$ cat src/rtl/decode_stage_pkg.sv
// Shared types and instruction-field positions for the decode stage.
// Optional build macro DECODE_ILLEGAL_TRAP_EN (illegal opcodes trap) is
// consumed by decode_stage_if.sv and decode_stage.sv.
package decode_stage_pkg;

  // Jump condition encoding, shared with the program counter.
  typedef enum logic [1:0] {
    JMP = 2'b00,
    JZ  = 2'b01,
    JNZ = 2'b10,
    JL  = 2'b11
  } jump_t;

  // Opcode landmarks; 0x1..0x7 is the ALU range, the rest of the gaps are illegal.
  typedef enum logic [3:0] {
    OP_NOP    = 4'h0,
    OP_ALU_LO = 4'h1,
    OP_ALU_HI = 4'h7,
    OP_JUMP   = 4'h8,
    OP_HALT   = 4'hF
  } op_t;

  typedef enum logic [1:0] {
    ST_RUN,
    ST_SQUASH,
    ST_HALTED
  } dstate_t;

  localparam int OPC_MSB  = 15;
  localparam int OPC_LSB  = 12;
  localparam int COND_MSB = 9;
  localparam int COND_LSB = 8;
  localparam int OPND_MSB = 11;
  localparam int ALU_MSB  = 14;

  function automatic logic is_alu_op(input logic [3:0] opc);
    return (opc >= OP_ALU_LO) && (opc <= OP_ALU_HI);
  endfunction

endpackage

$ cat src/rtl/decode_stage_if.sv
// Bus between instruction ROM / ALU / PC and the decode stage.
// With DECODE_ILLEGAL_TRAP_EN defined the bus carries an extra trap pulse.
interface decode_stage_if #(
  parameter int A_WIDTH = 8,
  parameter int I_WIDTH = 16
);
  import decode_stage_pkg::*;

  logic [I_WIDTH-1:0] instr;
  logic [A_WIDTH-1:0] pc_addr;
  logic               alu_z;
  logic               alu_s;
  logic               alu_o;

  logic               op_valid;
  logic [2:0]         alu_op;
  logic [11:0]        operand;
  logic               is_jump;
  jump_t              jump_cond;
  logic [A_WIDTH-1:0] jump_addr;
  logic               flag_z;
  logic               flag_s;
  logic               flag_o;
  logic               halted;
`ifdef DECODE_ILLEGAL_TRAP_EN
  logic               trap;
`endif

  // Environment side: ROM, ALU and PC.
  modport master (
    output instr, pc_addr, alu_z, alu_s, alu_o,
`ifdef DECODE_ILLEGAL_TRAP_EN
    input  trap,
`endif
    input  op_valid, alu_op, operand, is_jump, jump_cond, jump_addr,
           flag_z, flag_s, flag_o, halted
  );

  // Decode stage side.
  modport slave (
    input  instr, pc_addr, alu_z, alu_s, alu_o,
`ifdef DECODE_ILLEGAL_TRAP_EN
    output trap,
`endif
    output op_valid, alu_op, operand, is_jump, jump_cond, jump_addr,
           flag_z, flag_s, flag_o, halted
  );

endinterface

$ cat src/rtl/decode_stage_jump_eval.sv
// Combinational jump-taken evaluator; the PC uses the identical rule.
module jump_eval
  import decode_stage_pkg::*;
(
  input  jump_t i_cond,
  input  logic  i_z,
  input  logic  i_s,
  input  logic  i_o,
  output logic  o_taken
);

  // Map the condition code onto the registered flags.
  always_comb begin
    // NOTE: default assignment first so no path leaves o_taken unassigned (no latch).
    o_taken = 1'b0;
    case (i_cond)
      JMP:     o_taken = 1'b1;
      JZ:      o_taken = i_z;
      JNZ:     o_taken = ~i_z;
      JL:      o_taken = i_s | i_o;
      default: o_taken = 1'b0;
    endcase
  end

endmodule

$ cat src/rtl/decode_stage.sv
// Instruction register and decode stage feeding the ALU and the PC.
// Holds the Z/S/O flag register, squashes the branch shadow after a taken
// jump and implements HALT. Define DECODE_ILLEGAL_TRAP_EN to make illegal
// opcodes jump to TRAP_ADDR and pulse trap; otherwise they decode as NOP.
module decode_stage
  import decode_stage_pkg::*;
#(
  parameter int A_WIDTH = 8,
  parameter int I_WIDTH = 16
`ifdef DECODE_ILLEGAL_TRAP_EN
  ,
  parameter logic [7:0] TRAP_ADDR = 8'hF0
`endif
) (
  input  logic           clk,
  input  logic           rst_n,
  decode_stage_if.slave  bus
);

  logic [I_WIDTH-1:0] r_ir;
  logic [A_WIDTH-1:0] r_ir_addr;
  logic               r_ir_valid;
  dstate_t            r_state;
  logic               r_flag_z;
  logic               r_flag_s;
  logic               r_flag_o;

  logic [3:0]         w_opcode;
  jump_t              w_cond;
  logic               w_taken;
  dstate_t            w_next_state;
  logic               w_flag_we;
  logic               w_hold_ir;

  assign w_opcode = r_ir[OPC_MSB:OPC_LSB];
  assign w_cond   = jump_t'(r_ir[COND_MSB:COND_LSB]);

  jump_eval u_jump_eval (
    .i_cond  (w_cond),
    .i_z     (r_flag_z),
    .i_s     (r_flag_s),
    .i_o     (r_flag_o),
    .o_taken (w_taken)
  );

  assign bus.alu_op  = r_ir[ALU_MSB:OPC_LSB];
  assign bus.operand = r_ir[OPND_MSB:0];
  assign bus.flag_z  = r_flag_z;
  assign bus.flag_s  = r_flag_s;
  assign bus.flag_o  = r_flag_o;

  // IR must keep the HALT word (and its address) from the HALT cycle onwards,
  // otherwise the branch-shadow fetch would overwrite the halt address.
  assign w_hold_ir = (r_state == ST_HALTED) || (w_next_state == ST_HALTED);

  // Decode IR under the current state into ALU/PC controls and the next state.
  always_comb begin
    bus.op_valid  = 1'b0;
    bus.is_jump   = 1'b0;
    bus.jump_cond = JMP;
    bus.jump_addr = '0;
    bus.halted    = 1'b0;
`ifdef DECODE_ILLEGAL_TRAP_EN
    bus.trap      = 1'b0;
`endif
    w_flag_we     = 1'b0;
    w_next_state  = r_state;
    case (r_state)
      ST_RUN: begin
        if (r_ir_valid) begin
          if (is_alu_op(w_opcode)) begin
            bus.op_valid = 1'b1;
            w_flag_we    = 1'b1;
          end else if (w_opcode == OP_JUMP) begin
            bus.is_jump   = 1'b1;
            bus.jump_cond = w_cond;
            bus.jump_addr = r_ir[A_WIDTH-1:0];
            if (w_taken) w_next_state = ST_SQUASH;
          end else if (w_opcode == OP_HALT) begin
            bus.is_jump   = 1'b1;
            bus.jump_addr = r_ir_addr;
            w_next_state  = ST_HALTED;
          end
`ifdef DECODE_ILLEGAL_TRAP_EN
          else if (w_opcode != OP_NOP) begin
            bus.is_jump   = 1'b1;
            bus.jump_addr = TRAP_ADDR[A_WIDTH-1:0];
            bus.trap      = 1'b1;
            w_next_state  = ST_SQUASH;
          end
`endif
        end
      end
      ST_SQUASH: w_next_state = ST_RUN;
      ST_HALTED: begin
        bus.is_jump   = 1'b1;
        bus.jump_addr = r_ir_addr;
        bus.halted    = 1'b1;
      end
      default: w_next_state = ST_RUN;
    endcase
  end

  // Instruction register, state and flag register.
  always_ff @(posedge clk or negedge rst_n) begin
    if (!rst_n) begin
      r_ir       <= '0;
      r_ir_addr  <= '0;
      r_ir_valid <= 1'b0;
      r_state    <= ST_RUN;
      r_flag_z   <= 1'b0;
      r_flag_s   <= 1'b0;
      r_flag_o   <= 1'b0;
    end else begin
      // NOTE: non-blocking so every register samples pre-edge values.
      r_state <= w_next_state;
      if (!w_hold_ir) begin
        r_ir       <= bus.instr;
        r_ir_addr  <= bus.pc_addr;
        r_ir_valid <= 1'b1;
      end
      if (w_flag_we) begin
        r_flag_z <= bus.alu_z;
        r_flag_s <= bus.alu_s;
        r_flag_o <= bus.alu_o;
      end
    end
  end

endmodule

$ cat src/flat_wrapper.sv
// flat-port wrapper written by rule: the top's interface ports become plain ports
module decode_stage_flat import decode_stage_pkg::*;
#(
  parameter int A_WIDTH = 8,
  parameter int I_WIDTH = 16

)
  (clk, rst_n, bus_instr, bus_pc_addr, bus_alu_z, bus_alu_s, bus_alu_o, bus_op_valid, bus_alu_op, bus_operand, bus_is_jump, bus_jump_cond, bus_jump_addr, bus_flag_z, bus_flag_s, bus_flag_o, bus_halted);
  decode_stage_if #(.A_WIDTH(A_WIDTH), .I_WIDTH(I_WIDTH)) bus_i ();
  input  logic clk;
  input  logic rst_n;
  input wire logic [$bits(bus_i.instr)-1:0] bus_instr;
  input wire logic [$bits(bus_i.pc_addr)-1:0] bus_pc_addr;
  input wire logic [$bits(bus_i.alu_z)-1:0] bus_alu_z;
  input wire logic [$bits(bus_i.alu_s)-1:0] bus_alu_s;
  input wire logic [$bits(bus_i.alu_o)-1:0] bus_alu_o;
  output wire logic [$bits(bus_i.op_valid)-1:0] bus_op_valid;
  output wire logic [$bits(bus_i.alu_op)-1:0] bus_alu_op;
  output wire logic [$bits(bus_i.operand)-1:0] bus_operand;
  output wire logic [$bits(bus_i.is_jump)-1:0] bus_is_jump;
  output wire logic [$bits(bus_i.jump_cond)-1:0] bus_jump_cond;
  output wire logic [$bits(bus_i.jump_addr)-1:0] bus_jump_addr;
  output wire logic [$bits(bus_i.flag_z)-1:0] bus_flag_z;
  output wire logic [$bits(bus_i.flag_s)-1:0] bus_flag_s;
  output wire logic [$bits(bus_i.flag_o)-1:0] bus_flag_o;
  output wire logic [$bits(bus_i.halted)-1:0] bus_halted;
  assign bus_i.instr = bus_instr;
  assign bus_i.pc_addr = bus_pc_addr;
  assign bus_i.alu_z = bus_alu_z;
  assign bus_i.alu_s = bus_alu_s;
  assign bus_i.alu_o = bus_alu_o;
  assign bus_op_valid = bus_i.op_valid;
  assign bus_alu_op = bus_i.alu_op;
  assign bus_operand = bus_i.operand;
  assign bus_is_jump = bus_i.is_jump;
  assign bus_jump_cond = bus_i.jump_cond;
  assign bus_jump_addr = bus_i.jump_addr;
  assign bus_flag_z = bus_i.flag_z;
  assign bus_flag_s = bus_i.flag_s;
  assign bus_flag_o = bus_i.flag_o;
  assign bus_halted = bus_i.halted;
  decode_stage #(.A_WIDTH(A_WIDTH), .I_WIDTH(I_WIDTH)) u_core (.clk(clk), .rst_n(rst_n), .bus(bus_i));
endmodule
$ cat config.mk
export PLATFORM = sky130hd
export DESIGN_NAME = decode_stage_flat
export DESIGN_NICKNAME = d
export VERILOG_FILES = /design/src/rtl/decode_stage_pkg.sv /design/src/rtl/decode_stage_if.sv /design/src/rtl/decode_stage_jump_eval.sv /design/src/rtl/decode_stage.sv /design/src/flat_wrapper.sv
export SDC_FILE = /design/constraint.sdc
export NUM_CORES = 1
export LEC_CHECK = 0
export CAP_MARGIN = 5
export CORE_UTILIZATION = 45
export CTS_CLUSTER_SIZE = 8
export DETAILED_ROUTE_END_ITERATION = 10
export PLACE_DENSITY_LB_ADDON = 0.3
export SETUP_SLACK_MARGIN = 0.02
export SYNTH_ARGS = -nofsm -noshare
export SYNTH_HDL_FRONTEND = slang
export SYNTH_SLANG_ARGS = --single-unit
$ cat constraint.sdc
create_clock -name clk -period 3 [get_ports clk]
set_input_delay 0.75 -clock clk [delete_from_list [all_inputs] [get_ports clk]]
set_output_delay 0.75 -clock clk [all_outputs]
set_load 0.02 [all_outputs]
==> results of run 1 <==
-- cells in the final DEF, fill, tap and decap left out --
master           count
a21boi_0             1
a21o_1               1
a21oi_1              1
a22o_1               8
and2_2               1
and3_1               3
and4bb_4             1
buf_12               1
buf_4                1
clkbuf_1             1
clkbuf_4             5
clkbuf_8             1
clkdlybuf4s50_1     51
clkinv_2             1
dfrtp_1             30
dlygate4sd2_1        1
dlymetal6s2s_1       7
inv_1                2
inv_2                1
mux2_2              23
mux2_4               1
nand2_1              9
nand2b_1             2
nand2b_2             1
nand3_1              4
nor3_2               1
o211ai_1             1
o21ai_0              1
or4_4                1
-- logic make-up after synthesis --
| logic type | share of synthesized area [%] |
|---|---|
| compound gates | 7.24 |
| buf+inv | 11.0 |
| simple gates | 9.36 |
| mux | 19.3 |
| flops | 53.0 |
-- layer usage --
| metal | up-vias | routed length (um) |
|---|---|---|
| met4 | 0 | 35 |
| met1 | 507 | 1130 |
| met5 | - | 0 |
| met2 | 39 | 1390 |
| li1 | 478 | - |
| met3 | 5 | 174 |
-- registers in the layout, indices dropped and copies added (netlist names) --
register / count
u_core.r_ir_valid: 1
u_core.bus.flag_o: 1
u_core.r_ir: 16
u_core.bus.flag_z: 1
u_core.r_ir_addr: 8
u_core.r_state: 2
u_core.bus.flag_s: 1
-- cell type report --
type | count | area [um2] | share of cell area, %
clock inverter | 1 | 5.00 | 0.247
timing repair buffer | 61 | 634 | 31.3
sequential | 30 | 751 | 37.1
multi-input combinational | 60 | 515 | 25.5
inverter | 3 | 11.3 | 0.556
tap | 42 | 52.6 | 2.60
clock buffer | 7 | 55.1 | 2.72
-- repair_timing --
action | in CTS | in global routing
resized for setup | 3 | 7
hold endpoints to repair | 0 | 0
pin swaps | 0 | 0
endpoints found under the setup margin | 8 | 7
-- per-stage QoR --
stage                     std cells  instance area, um2  setup slack [ns]
after floorplan                 112                1420             0.890
after global placement          196                1940             0.325
after detailed placement        196                1940             0.255
after CTS                       204                2010            0.0205
after global routing            204                2020             0.124
final                           204                2020             0.215
-- critical path: stages, from the launching register on --
cell             delay (ns)
dfrtp_1                0.40
nand2b_1               0.14
or4_4                  0.52
inv_1                  0.07
clkdlybuf4s50_1        0.59
-- how the worst max path moves through the flow --
stage | end | slack, ns | depth (start not counted)
floorplan | bus_jump_addr[0] | 0.89 | 6
global placement | bus_jump_addr[7] | 0.33 | 4
detailed placement | bus_jump_addr[6] | 0.26 | 4
CTS | bus_jump_addr[7] | 0.02 | 5
global route | bus_op_valid | 0.12 | 4
finish | bus_op_valid | 0.21 | 4
-- power by group --
group | total (uW) | switching (uW) | leakage [uW] | internal (uW)
registers | 752 | 151 | 0.000351 | 601
clock network | 244 | 131 | 0.0000353 | 113
logic | 1330 | 609 | 0.000574 | 724
total | 2330 | 891 | 0.000960 | 1440
-- synthesized netlist by cell type --
| library cell | number | share of area (%) |
|---|---|---|
| nand2b_1 | 2 | 0.88 |
| nand2_1 | 9 | 2.4 |
| and4bb_4 | 1 | 1.1 |
| inv_2 | 1 | 0.26 |
| nor3_1 | 1 | 0.35 |
| a21boi_0 | 1 | 0.53 |
| a21oi_1 | 1 | 0.35 |
| nand2b_2 | 1 | 0.62 |
| and3_1 | 3 | 1.3 |
| nand3_1 | 4 | 1.4 |
| buf_2 | 2 | 0.71 |
| buf_4 | 15 | 8.0 |
| a21o_1 | 1 | 0.53 |
| and2_1 | 1 | 0.44 |
| o211ai_1 | 1 | 0.53 |
| buf_6 | 2 | 1.6 |
| mux2_2 | 23 | 18 |
| o21ai_0 | 1 | 0.35 |
| mux2_4 | 1 | 1.1 |
| a22o_1 | 8 | 4.9 |
| dfrtp_1 | 30 | 53 |
| inv_1 | 2 | 0.53 |
| or4_4 | 1 | 0.79 |
==> run_results.csv, run 1 <==
group,metric,value,unit
min_path,hold_start,"u_core.r_ir[10]$_DFFE_PN0N_",
outcome,status,"finished, final reports clean",
global_route,track_usage,18.1,%
placement,place.detailed.hpwl,1950,um
routing,drc_errors,0,
global_route,gr-total-overflow,0,
routing,routed_wl,2730,um
timing,hold_violations,0,
timing,fmax,359,MHz
die,die_w,58.1,um
setup_path,regToRegSetupSlack,1.41,ns
power,ir_drop,0.000670,V
finish,nFillCells,221,
min_path,min_path_cells,1,
global_route,grtUsageMet1,21.9,%
synthesis,avgSynthCellArea,12.6,um2
die,die_y,58.1,um
clocking,cts_tree,"done",
timing,finalCriticalPeriod,2.79,ns
finish,drive_gt1_share,24.1,%
placement,place.gp.congestion,0.813,
clocking,clock_path_buffers,2,
synthesis,ys_seq_elements,30,
clocking,cts_hold_buf,0,
die,start_util,49.2,%
routing,final_antenna_net_count,0,
routing,initialDrtViolationCount,50,
setup_path,worst_r2r_startpoint,"u_core.r_state[1]$_DFF_PN0_",
timing,tightest_slew,0.366,ns
setup_path,crit_path_end_kind,"primary output",
finish,nets,190,
timing,relSlewSlack,75.6,%
die,core,2880,um2
synthesis,syn-instance-count,112,
clocking,htreeDepth,2,
min_path,hp-class,"reg -> reg",
timing,fin_worst_skew,0.00960,ns
global_route,grt_max_degree,31,
die,row_count,19,
timing,post-route-period-util,92.8,%
finish,utilization,70.4,%
clocking,post-cts-setup-buffers,0,
setup_path,reg2regPathDepth,4,
setup_path,worstReg2RegEnd,"u_core.r_ir[8]$_DFFE_PN0N_",
routing,first_pass_iters,4,
setup_path,critical_path_arrival,2.04,ns
global_route,gr-usage-met3,5.13,%
setup_path,start_kind,"register",
min_path,holdPathEnd,"u_core.r_ir[10]$_DFFE_PN0N_",
synthesis,yosysUniqueCellTypes,23,
clocking,clock_latency,0.32,ns
clocking,numCtsBuffers,5,
global_route,antenna_found_initial,0,
routing,wire_per_inst,13.4,um
synthesis,syn_nets,141,
global_route,grt_pass1_vias,983,
global_route,top_usage_layer,"met2",
global_route,grt_pass1_wl,4530,um
setup_path,crit_fanout,4,
finish,antenna_cells,0,
setup_path,crit_type,"reg -> out",
timing,fin_setup_tns,0,ns
setup_path,worstPathRequired,2.25,ns
timing,setup_viol,0,
die,dieArea,3380,um2
timing,rsz0062_at_grt,"no",
routing,viasPerCell,5.04,
clocking,clkSinkCount,30,
power,p_total,2330,uW
synthesis,seq_area_frac_synth,53.0,%
finish,area_growth,42.9,%
global_route,grt_util_met2,30.4,%
placement,portBuffers,59,
setup_path,startpoint,"u_core.r_state[0]$_DFF_PN0_",
routing,vias,1029,
power,power_density,1150,nW/um2
synthesis,syn_area,1420,um2
flow_run,max_cap_viol_count,0,
die,boundaryPins,60,
timing,holdWs,0.515,ns
synthesis,ys_warn_count,0,
clocking,cts.clk_slew.worst_paths,0.09,ns
power,power_leakage,0.000960,uW
clocking,clockRootBuffer,"clkbuf_4",
timing,slew_violations,0,
(Power assumes the default switching activity.)
==> run 2: changes to the inputs <==
Settings changed: CORE_ASPECT_RATIO from default to 1.75.
==> run_results.csv, run 2 (synthesized netlist as in run 1, its figures left out) <==
group,metric,value,unit
clocking,clockRootBuffer,"clkbuf_8",
global_route,antenna_found_initial,0,
setup_path,worstPathRequired,2.25,ns
setup_path,max_stage_delay,0.60,ns
timing,tightest_slew,0.382,ns
timing,setup_viol,0,
die,core,2960,um2
routing,initialDrtViolationCount,13,
power,power_density,1180,nW/um2
flow_run,max_cap_viol_count,0,
finish,antenna_cells,0,
die,boundaryPins,60,
clocking,post-cts-setup-buffers,0,
finish,largest_reg_flops,16,
routing,vias,1016,
finish,largest-register,"u_core.r_ir",
finish,area_growth,44.6,%
routing,wire_per_inst,14.1,um
die,row_count,26,
clocking,cts.clk_slew.worst_paths,0.06,ns
timing,relSlewSlack,74.5,%
finish,drive_gt1_share,24.5,%
setup_path,critical_path_arrival,2.12,ns
clocking,cts_tree,"done",
timing,finalCriticalPeriod,2.87,ns
global_route,track_usage,19.6,%
global_route,grt_pass1_vias,1078,
power,ir_drop,0.000600,V
die,die_w,44.4,um
clocking,clkSinkCount,30,
die,dieArea,3380,um2
finish,reg_top3,"u_core.r_ir x16, u_core.r_ir_addr x8, u_core.r_state x2",
placement,place.detailed.hpwl,2180,um
setup_path,crit_chain,"and4bb_4 -> a21o_1 -> buf_6 -> a22o_1 -> clkdlybuf4s50_1",
routing,routed_wl,2880,um
min_path,hp-class,"reg -> reg",
finish,utilization,69.2,%
die,start_util,47.8,%
timing,fin_setup_tns,0,ns
finish,nets,191,
setup_path,crit_fanout,15,
clocking,htreeDepth,2,
outcome,status,"finished, final reports clean",
clocking,clock_path_buffers,2,
placement,portBuffers,59,
die,die_y,76.2,um
finish,nFillCells,233,
timing,rsz0062_at_grt,"no",
routing,viasPerCell,4.96,
power,p_total,2420,uW
timing,fmax,348,MHz
timing,post-route-period-util,95.7,%
setup_path,worst_path_max_delay_cell,"clkdlybuf4s50_1",
clocking,numCtsBuffers,5,
finish,final_cell_mix,"clkdlybuf4s50_1, dfrtp_1, mux2_2",
clocking,clock_latency,0.27,ns
finish,layout_commonest_cell,"clkdlybuf4s50_1",
routing,first_pass_iters,4,
global_route,gr-total-overflow,0,
setup_path,crit_type,"reg -> out",
placement,place.gp.congestion,0.778,
routing,final_antenna_net_count,0,
timing,hold_violations,0,
global_route,grt_pass1_wl,4910,um
power,power_leakage,0.000927,uW
setup_path,crit_path_end_kind,"primary output",
setup_path,start_kind,"register",
timing,fin_worst_skew,0.00273,ns
routing,drc_errors,0,
timing,slew_violations,0,
global_route,grt_max_degree,31,
run 2: worst max-delay path, delay by kind of cell, from the launching register on:
kind            cells  cell delay (ns)
simple gates        1             0.35
buf+inv             2             0.77
flops               1             0.42
compound gates      2             0.31
run 2: metal layers:
layer	part of all wire, %	track usage, %	up-vias
li1	-	-	473
met1	35	21.7	501
met2	57	33.7	36
met3	5.9	5.69	6
met4	1.6	7.27	0
met5	0	0	-
run 2: worst paths after layout:
path / startpoint / end / slack [ns] / cells past startpoint
min in group asynchronous: rst_n / u_core.bus.flag_z$_DFFE_PN0P_ / 0.87 / 2
max in group asynchronous: rst_n / u_core.r_ir_addr[5]$_DFFE_PN0N_ / 1.85 / 2
worst max-delay path: u_core.r_state[1]$_DFF_PN0_ / bus_jump_addr[7] / 0.13 / 5
worst min register to register: u_core.r_ir[10]$_DFFE_PN0N_ / u_core.r_ir[10]$_DFFE_PN0N_ / 0.51 / 1
worst min-delay path: u_core.r_ir[10]$_DFFE_PN0N_ / u_core.r_ir[10]$_DFFE_PN0N_ / 0.51 / 1
worst max register to register: u_core.r_state[1]$_DFF_PN0_ / u_core.r_ir_addr[4]$_DFFE_PN0N_ / 1.40 / 4
run 2: through the flow:
step / std cells / area, um2 / hold slack [ns] / setup WS, ns
after floorplan: 112 / 1420 / 0.454 / 0.890
after global placement: 197 / 1940 / 0.476 / 0.280
after detailed placement: 197 / 1940 / 0.498 / 0.248
after CTS: 205 / 2030 / 0.507 / 0.0575
after global routing: 205 / 2050 / 0.527 / 0.0265
final: 205 / 2050 / 0.506 / 0.129
run 2: repair_timing:
action	CTS	global route
hold buffers	0	0
resized for setup	1	6
setup endpoints to repair	8	8
run 2: report_power, final:
part	switching (uW)	internal (uW)	leakage (uW)
Sequential	149	602	0.000351
Combinational	617	730	0.000528
Clock	139	185	0.0000482
run 2: cell type report:
class | count | area [um2] | share of cell area [%]
timing repair buffer | 62 | 627 | 30.6
sequential | 30 | 751 | 36.7
inverter | 3 | 11.3 | 0.550
tap | 42 | 52.6 | 2.57
multi-input combinational | 60 | 515 | 25.2
clock buffer | 7 | 86.3 | 4.22
clock inverter | 1 | 5.00 | 0.244
